$ cat config.mk
export PLATFORM = sky130hd
export DESIGN_NAME = lcd_bus_driver
export DESIGN_NICKNAME = d
export VERILOG_FILES = /design/src/rtl/lcd_bus_driver.sv
export SDC_FILE = /design/constraint.sdc
export NUM_CORES = 1
export LEC_CHECK = 0
export CORE_ASPECT_RATIO = 0.7
export CORE_MARGIN = 8
export CORE_UTILIZATION = 47
export DETAILED_ROUTE_END_ITERATION = 6
export PLACE_DENSITY = 0.68
export SLEW_MARGIN = 10
export SYNTH_ARGS = -nofsm -noshare
export SYNTH_HDL_FRONTEND = slang
export SYNTH_SLANG_ARGS = --single-unit
export TNS_END_PERCENT = 5
$ cat constraint.sdc
create_clock -name clk -period 5.8 [get_ports clk]
set_clock_uncertainty 0.05 [all_clocks]
set_input_delay 1.16 -clock clk [delete_from_list [all_inputs] [get_ports clk]]
set_output_delay 1.16 -clock clk [all_outputs]
set_load 0.01 [all_outputs]
$ cat src/rtl/lcd_bus_driver.sv
// lcd_bus_driver
// Converts the memory-mapped LCD byte taps (data, control, enable) into
// HD44780-style parallel write cycles: setup, E pulse, hold, then an
// execution wait. All timing is counted in clk cycles. A one-deep pending
// slot holds a trigger that arrives while a write is in progress.
//
// Optional feature macro: LCD_LONG_CMD_EN
//   defined   -> clear (8'h01) and home (8'h02/8'h03) commands wait LONG_CYCLES
//   undefined -> every write waits EXEC_CYCLES
//
// Ports:
//   clk         system clock, rising edge
//   rst         asynchronous active-high reset
//   lcd_data    byte to write
//   lcd_ctrl    bit0 = RS (1 data, 0 command), bit1 = backlight
//   lcd_enable  trigger; a 0->1 transition starts a write
//   lcd_d       LCD data bus
//   lcd_rs      register select
//   lcd_rw      tied 0 (write-only)
//   lcd_e       LCD enable strobe, high only during the pulse phase
//   lcd_bl      backlight, latched with each accepted write
//   busy        high whenever the driver is not idle
//   overrun     sticky; set when a trigger had to be dropped
module lcd_bus_driver #(
    parameter int unsigned SETUP_CYCLES = 2,
    parameter int unsigned PULSE_CYCLES = 4,
    parameter int unsigned HOLD_CYCLES  = 2,
    parameter int unsigned EXEC_CYCLES  = 40,
    parameter int unsigned LONG_CYCLES  = 1600
) (
    input  logic       clk,
    input  logic       rst,
    input  logic [7:0] lcd_data,
    input  logic [1:0] lcd_ctrl,
    input  logic       lcd_enable,
    output logic [7:0] lcd_d,
    output logic       lcd_rs,
    output logic       lcd_rw,
    output logic       lcd_e,
    output logic       lcd_bl,
    output logic       busy,
    output logic       overrun
);

    localparam int unsigned CNT_W = 16;

    // Counters are loaded with (count - 1) and the phase ends when they reach 0.
    localparam logic [CNT_W-1:0] SETUP_LD = CNT_W'(SETUP_CYCLES - 1);
    localparam logic [CNT_W-1:0] PULSE_LD = CNT_W'(PULSE_CYCLES - 1);
    localparam logic [CNT_W-1:0] HOLD_LD  = CNT_W'(HOLD_CYCLES - 1);
    localparam logic [CNT_W-1:0] EXEC_LD  = CNT_W'(EXEC_CYCLES - 1);
    localparam logic [CNT_W-1:0] LONG_LD  = CNT_W'(LONG_CYCLES - 1);

    typedef enum logic [2:0] {
        S_IDLE,
        S_SETUP,
        S_PULSE,
        S_HOLD,
        S_WAIT
    } state_t;

    state_t           state_q;
    logic [CNT_W-1:0] cnt_q;
    logic             en_q;
    logic [7:0]       d_q;
    logic             rs_q;
    logic             bl_q;
    logic             e_q;
    logic             busy_q;
    logic             ovr_q;
    logic             pend_q;
    logic [7:0]       pend_data_q;
    logic             pend_rs_q;
    logic             pend_bl_q;

    logic             trig_c;
    logic             long_cmd_c;
    logic             cnt_zero_c;
    logic [CNT_W-1:0] wait_ld_c;

    assign trig_c     = lcd_enable & ~en_q;
    assign cnt_zero_c = (cnt_q == '0);

    // Long execution wait applies to clear/home commands of the write in flight.
`ifdef LCD_LONG_CMD_EN
    assign long_cmd_c = ~rs_q && (d_q[7:2] == 6'd0) && (d_q[1:0] != 2'd0);
`else
    assign long_cmd_c = 1'b0;
`endif

    assign wait_ld_c = long_cmd_c ? LONG_LD : EXEC_LD;

    // Write-cycle sequencer, pending slot and registered pin drivers.
    always_ff @(posedge clk or posedge rst) begin
        if (rst) begin
            state_q     <= S_IDLE;
            cnt_q       <= '0;
            en_q        <= 1'b1;
            d_q         <= 8'h00;
            rs_q        <= 1'b0;
            bl_q        <= 1'b0;
            e_q         <= 1'b0;
            busy_q      <= 1'b0;
            ovr_q       <= 1'b0;
            pend_q      <= 1'b0;
            pend_data_q <= 8'h00;
            pend_rs_q   <= 1'b0;
            pend_bl_q   <= 1'b0;
        end else begin
            en_q <= lcd_enable;

            // Trigger during an active write goes to the pending slot, or is
            // dropped when the slot is full. A WAIT exit that consumes the
            // slot clears pend_q below, overriding this capture path.
            if (trig_c && (state_q != S_IDLE)) begin
                if (pend_q) begin
                    ovr_q <= 1'b1;
                end else begin
                    pend_q      <= 1'b1;
                    pend_data_q <= lcd_data;
                    pend_rs_q   <= lcd_ctrl[0];
                    pend_bl_q   <= lcd_ctrl[1];
                end
            end

            case (state_q)
                S_IDLE: begin
                    if (pend_q) begin
                        // Slot filled on the final WAIT cycle: start it now.
                        state_q <= S_SETUP;
                        cnt_q   <= SETUP_LD;
                        busy_q  <= 1'b1;
                        d_q     <= pend_data_q;
                        rs_q    <= pend_rs_q;
                        bl_q    <= pend_bl_q;
                        pend_q  <= trig_c;
                        if (trig_c) begin
                            pend_data_q <= lcd_data;
                            pend_rs_q   <= lcd_ctrl[0];
                            pend_bl_q   <= lcd_ctrl[1];
                        end
                    end else if (trig_c) begin
                        state_q <= S_SETUP;
                        cnt_q   <= SETUP_LD;
                        busy_q  <= 1'b1;
                        d_q     <= lcd_data;
                        rs_q    <= lcd_ctrl[0];
                        bl_q    <= lcd_ctrl[1];
                    end
                end
                S_SETUP: begin
                    if (cnt_zero_c) begin
                        state_q <= S_PULSE;
                        cnt_q   <= PULSE_LD;
                        e_q     <= 1'b1;
                    end else begin
                        cnt_q <= cnt_q - CNT_W'(1);
                    end
                end
                S_PULSE: begin
                    if (cnt_zero_c) begin
                        state_q <= S_HOLD;
                        cnt_q   <= HOLD_LD;
                        e_q     <= 1'b0;
                    end else begin
                        cnt_q <= cnt_q - CNT_W'(1);
                    end
                end
                S_HOLD: begin
                    if (cnt_zero_c) begin
                        state_q <= S_WAIT;
                        cnt_q   <= wait_ld_c;
                    end else begin
                        cnt_q <= cnt_q - CNT_W'(1);
                    end
                end
                S_WAIT: begin
                    if (cnt_zero_c) begin
                        if (pend_q) begin
                            // Back-to-back: no idle cycle between writes.
                            state_q <= S_SETUP;
                            cnt_q   <= SETUP_LD;
                            d_q     <= pend_data_q;
                            rs_q    <= pend_rs_q;
                            bl_q    <= pend_bl_q;
                            pend_q  <= 1'b0;
                        end else begin
                            state_q <= S_IDLE;
                            busy_q  <= 1'b0;
                        end
                    end else begin
                        cnt_q <= cnt_q - CNT_W'(1);
                    end
                end
                default: begin
                    state_q <= S_IDLE;
                    busy_q  <= 1'b0;
                    e_q     <= 1'b0;
                end
            endcase
        end
    end

    assign lcd_d   = d_q;
    assign lcd_rs  = rs_q;
    assign lcd_rw  = 1'b0;
    assign lcd_e   = e_q;
    assign lcd_bl  = bl_q;
    assign busy    = busy_q;
    assign overrun = ovr_q;

endmodule

---- Word level (Yosys, flattened, before mapping) ----
Cells that the tools add are included.
word-level totals
  bits of input ports ..................... 13
  register bits ........................... 44
cells by class
  reduce and logical (&&, ||, !) cells .... 14
  muxes and demuxes ....................... 59
  eq/ne operators ......................... 12
  bitwise gates (word level) .............. 4
  add/sub/neg operators ................... 1
operator list
  operator                 number
  $mux W16                 7
  $pmux W16 S5             1
  $mux W8                  9
  $mux W1                  29
  $mux W3                  6
  $logic_not A16 Y1        1
  $pmux W8 S2              1
  $sub A16 B1 Y16 const B  1
  $pmux W3 S5              1
  $ne A2 B2 Y1 const B     6
  $reduce_and A4 Y1        2
  $eq A3 B2 Y1 const B     2
  $ne A3 B3 Y1 const B     2
  $pmux W1 S2              3
  $pmux W1 S3              2
  $reduce_and A3 Y1        2
  $reduce_or A3 Y1         2
  $reduce_and A5 Y1        1
  $reduce_bool A5 Y1       1
  $eq A3 B1 Y1 const B     1
  $eq A3 B3 Y1 const B     1
  $logic_not A3 Y1         1
  $not A1 Y1               3
  $reduce_bool A3 Y1       1
  4 further kinds          4

---- Longest topological paths before layout ----
  depth after elaboration ................. 7
  mapped depth ............................ 8
  mapped depth without buffers ............ 7

---- Least setup slack after synthesis ----
OpenSTA, ideal clock, no wires.
  path type ............................... input -> register
  start point ............................. in lcd_enable
  end point ............................... reg bl_q, in the netlist lcd_bl
  required time ........................... 5625 ps
  stages .................................. 6
  buffers on the path ..................... 1
  library setup time ...................... 125 ps
  setup slack ............................. 3191 ps
  arrival ................................. 2434 ps
  cell sequence ........................... nor2b_1 -> buf_2 -> nor2_1 -> or2_2 -> a21oi_4 -> mux2_2
between the ends
  longest elaborated chain between the ends .. 3
ends and longest elaborated chain
  element                      line  text
  start, declared              35    input logic lcd_enable,
  $and A1 B1 Y1                81    assign trig_c = lcd_enable & ~en_q;
  $ne A3 B3 Y1 (no line)       -
  $reduce_and A4 Y1 (no line)  -
  end signal, assigned         135   bl_q <= pend_bl_q;
  end signal, assigned         148   bl_q <= lcd_ctrl[1];
  end signal, assigned         185   bl_q <= pend_bl_q;
  end, declared                67    logic bl_q;
Every way passes these cells.
A chain may end at the register's enable or synchronous reset.

---- Worst setup path after layout ----
  start point ............................. in lcd_enable
  end point ............................... reg cnt_q[13]
between the ends
  longest elaborated chain between the ends .. 3
ends and longest elaborated chain
  element                      line  text
  $and A1 B1 Y1                81
  $ne A3 B3 Y1 (no line)       -
  $reduce_and A3 Y1 (no line)  -
  end signal, assigned         157   cnt_q <= cnt_q - CNT_W'(1);
  end signal, assigned         166   cnt_q <= cnt_q - CNT_W'(1);
  end signal, assigned         172   cnt_q <= wait_ld_c;
  end, declared                63    logic [CNT_W-1:0] cnt_q;
Every way passes these cells.

==> results.txt <==
The terminus of the critical flop-to-flop path is cnt_q[2]$_DFFE_PP0P_. Synthesis instantiated 52 different standard cells from the library. After layout, the design draws a total of 1.58 mW. The cell count after synthesis came out at 224. After synthesis, the largest family of logic cells by area is simple AND/OR/NAND/NOR gates.

The worst-case IR drop observed on VDD is 0.285 mV. The detail-routed via count per cell is 5.59. The number of nets in the layout came out at 259. The number of buffers between clock root and the deepest sink came out at 2.

Compared with the post-synthesis result, the final layout area differs by 14.5%. The final setup violation count came out at 0. Summing the areas of all xor and xnor instances in the mapped netlist gives 1.08% of the synthesized area.

The placed standard-cell area is 0.00269 mm². Hold is met by 0.437 ns. The later-pin clock latency in the skew report is 0.30 ns. The width of the die is 102 µm.

In this run the critical register-to-register path is launched from cnt_q[0]$_DFFE_PP0P_. The final worst-path setup slack came out at 2.56 ns. 27 I/O pins were placed. In this run the worst setup path begins at lcd_enable. The number of global-route vias before repair is 1666.

The endpoint of the most critical setup path is cnt_q[13]$_DFFE_PP0P_. After clock tree synthesis, the flow added hold-fix buffers numbering 0. The summed area of non-filler cells in the final layout came out at 0.00278 mm². Broken down by cell family, the worst path's largest delay share belongs to simple AND/OR/NAND/NOR gates.

The number of placement rows is 22. The height of the die is 76.2 µm. The H-tree generated during clock tree synthesis spans 2 levels. The worst-case headroom to the max-slew limit is 25.0%.

After synthesis the cells add up to 0.00243 mm². The count of buffers from port buffering came out at 25. The die covers 0.00776 mm². The final critical delay including setup and external delays came out at 3.24 ns. The critical path goes through clkdlybuf4s50_1, nor2b_1, or3_1, nand3_1, or4_1, o221ai_1.

After global routing the overflow that remains totals 0. The total area inside the core boundary comes to 0.00512 mm². Across the run, the number of max-cap violations was 0. The routed layout has 1772 vias. The commonest non-fill, non-tap cell in the layout is sky130_fd_sc_hd__dfrtp_1. The transition at the pin with the smallest max-transition slack came out at 1.12 ns.

The most instantiated flip-flop cell in the synthesis netlist is sky130_fd_sc_hd__dfrtp_1. The async set-or-reset flop fraction in the synthesized netlist is 100%. The fraction of met1 tracks used by global routing is 21.7%. Setup repair after global routing left no endpoint under its margin. The largest net degree at the start of global routing came out at 45. The number of cells traversed by the worst register-to-register path came out at 7.

The critical path runs through a total of 6 cells. The post-synthesis share of cell area spent on full adders, half adders and majority gates is 1.03%. The count of routing violations after the opening detailed-route iteration is 115.

The met3 demand-to-capacity share in global routing is 3.83%. The mux share of post-synthesis cell area is 14.8%. The category of the critical setup timing path is in2reg.

The net count of the mapped netlist is 239. The startpoint identified for the worst hold timing path is overrun$_DFFE_PP0P_. The first global-routing pass estimated 8640 µm of wire. Setup slack on the worst reg-to-reg path comes out at 3.17 ns. The number of cells in the design after placement came out at 309. Buffers inserted during clock tree synthesis total 5. For the final routed database, the setup TNS stands at 0 ns. STA classifies the critical path startpoint as an input port. The buffer cell driving the clock tree root is sky130_fd_sc_hd__clkbuf_8.

The mean area per synthesized cell came out at 10.8 µm². The highest cell delay on the worst timing path came out at 0.60 ns. STA classifies the critical path endpoint as a register. The total routing usage reported by global routing is 13.8%. The post-CTS resize count is 0. For met2 alone, demand over resource in global routing was 17.4%. The number of sinks handled by clock tree synthesis is 44. The compound-cell area share of the yosys netlist came out at 15.0%. The library cells used most frequently in the layout, excluding fill and tap cells, are 43 x sky130_fd_sc_hd__dfrtp_1, 32 x sky130_fd_sc_hd__mux2_2, 25 x sky130_fd_sc_hd__clkdlybuf4s50_1. The global routing stage identified its most utilized layer as met1. The leakage dissipation came out at 1.15 nW. The count of flip-flops with a built-in enable after synthesis is 0.

The share of the cycle needed by the critical path after routing is 55.9%. The number of antenna violations at the first check in global routing came out at 0. The CTS clock-pin slew for the worst setup and hold paths came out at 0.09 ns.

Data arrives at the worst endpoint at 3.40 ns. The number of antenna repair diodes came out at 0. The count of yosys warnings during synthesis came out at 0.

The buffer count from post-CTS setup fixing came out at 0. The initial utilization of the core area, before any placement, comes to 47.5%. The register area share after synthesis is 45.4%. For this design, the slowest cell found on the critical path is sky130_fd_sc_hd__nor2b_1. The highest fanout seen on the critical path is 9. The number of cells in the finished layout apart from fillers is 317. The combined buffer and inverter count along the critical path came out at 1. Data on the critical path is required at its endpoint by 5.96 ns. TritonCTS built the clock tree. The count of endpoints failing hold in the final timing report is 0.

The HPWL reported at the end of detailed placement came out at 3610 µm. The number of pins with negative max-slew slack in the final report is 0. The worst slack at placement is 2.23 ns.

The post-synthesis register bit count is 44. The utilization of the core after routing is 54.4%. The flow ran to the end, and the final reports show no timing, DRC or antenna violations. The post-detailed-routing wire length came out at 5080 µm. The first detailed-routing pass took 4 iterations. The number of nets still failing antenna checks after routing came out at 0. The placer's final routability congestion estimate came out at 0.856.

The fmax is 308 MHz. The residual DRC count is 0. The total power density per cell area is 567 mW/mm². The share of cells above drive strength 1 is 22.0%.

The area share of and/or/nand/nor cells after synthesis is 17.4%. The average routed wire per standard cell came out at 16.0 µm. The min-delay analysis places its worst path in the category reg2reg.
[synthesized netlist by cell type (all sizes together), types with 3 or more instances]
master | instances | area (µm²)
a21o | 5 | 37.5
a21oi | 7 | 46.3
a31oi | 3 | 33.8
buf | 9 | 72.6
clkbuf | 4 | 15.0
dfrtp | 43 | 1080
inv | 10 | 37.5
mux2 | 32 | 360
nand2 | 12 | 47.6
nand3 | 7 | 35.0
nor2 | 13 | 48.8
nor2b | 3 | 18.8
nor3 | 8 | 51.3
nor4 | 9 | 92.6
o21ai | 18 | 90.1
or4 | 4 | 30.0
[cells by family after synthesis]
group	after synthesis
multiplexers	32
XOR/XNOR	3
buffers and inverters	23
AND/OR/NAND/NOR	69
other	1
adder cells (fa/ha/maj)	2
AO/OA/AOI/OAI	50
flip-flops	44
[per-layer routing]
metal	vias to the layer above	wire length, µm
li1	869	-
met1	849	2730
met2	50	1990
met3	4	318
met4	0	40
met5	-	0
[state kept, by name, indices dropped and copies added (netlist names)]
signal       cells
cnt_q           16
lcd_d            8
pend_data_q      8
state_q          3
busy             1
en_q             1
lcd_bl           1
lcd_e            1
lcd_rs           1
overrun          1
pend_bl_q        1
pend_q           1
pend_rs_q        1
[worst register-to-register path: stages, from the launching register on]
cell	delay, ns
sky130_fd_sc_hd__dfrtp_1	0.38
sky130_fd_sc_hd__inv_1	0.09
sky130_fd_sc_hd__ha_1	0.21
sky130_fd_sc_hd__nor4b_1	0.14
sky130_fd_sc_hd__and4_1	0.25
sky130_fd_sc_hd__o21ai_1	0.86
sky130_fd_sc_hd__o211ai_1	0.20
sky130_fd_sc_hd__a211o_1	0.34
[where the power goes]
part	internal (mW)	switching, mW
clock network	0.0854	0.113
registers	0.439	0.135
logic	0.400	0.406
total	0.924	0.654
[area by class of cell]
cell class / instances / area [µm²]
clock buffer: 5 / 68.8
fill: 478 / 2340
clock inverter: 3 / 23.8
multi-input combinational: 157 / 1200
timing repair buffer: 26 / 258
inverter: 10 / 37.5
sequential: 44 / 1100
tap: 72 / 90.1
[worst min-delay path by stage]
stage / to / slack, ns / cells after the start
detailed placement: overrun$_DFFE_PP0P_ / 0.42 / 1
finish: overrun$_DFFE_PP0P_ / 0.44 / 1
floorplan: pend_bl_q$_DFF_PP0_ / 0.43 / 1
CTS: overrun$_DFFE_PP0P_ / 0.44 / 1
global placement: overrun$_DFFE_PP0P_ / 0.42 / 1
global route: pend_bl_q$_DFF_PP0_ / 0.47 / 1
Note: power is estimated with default switching activity, not from simulation.
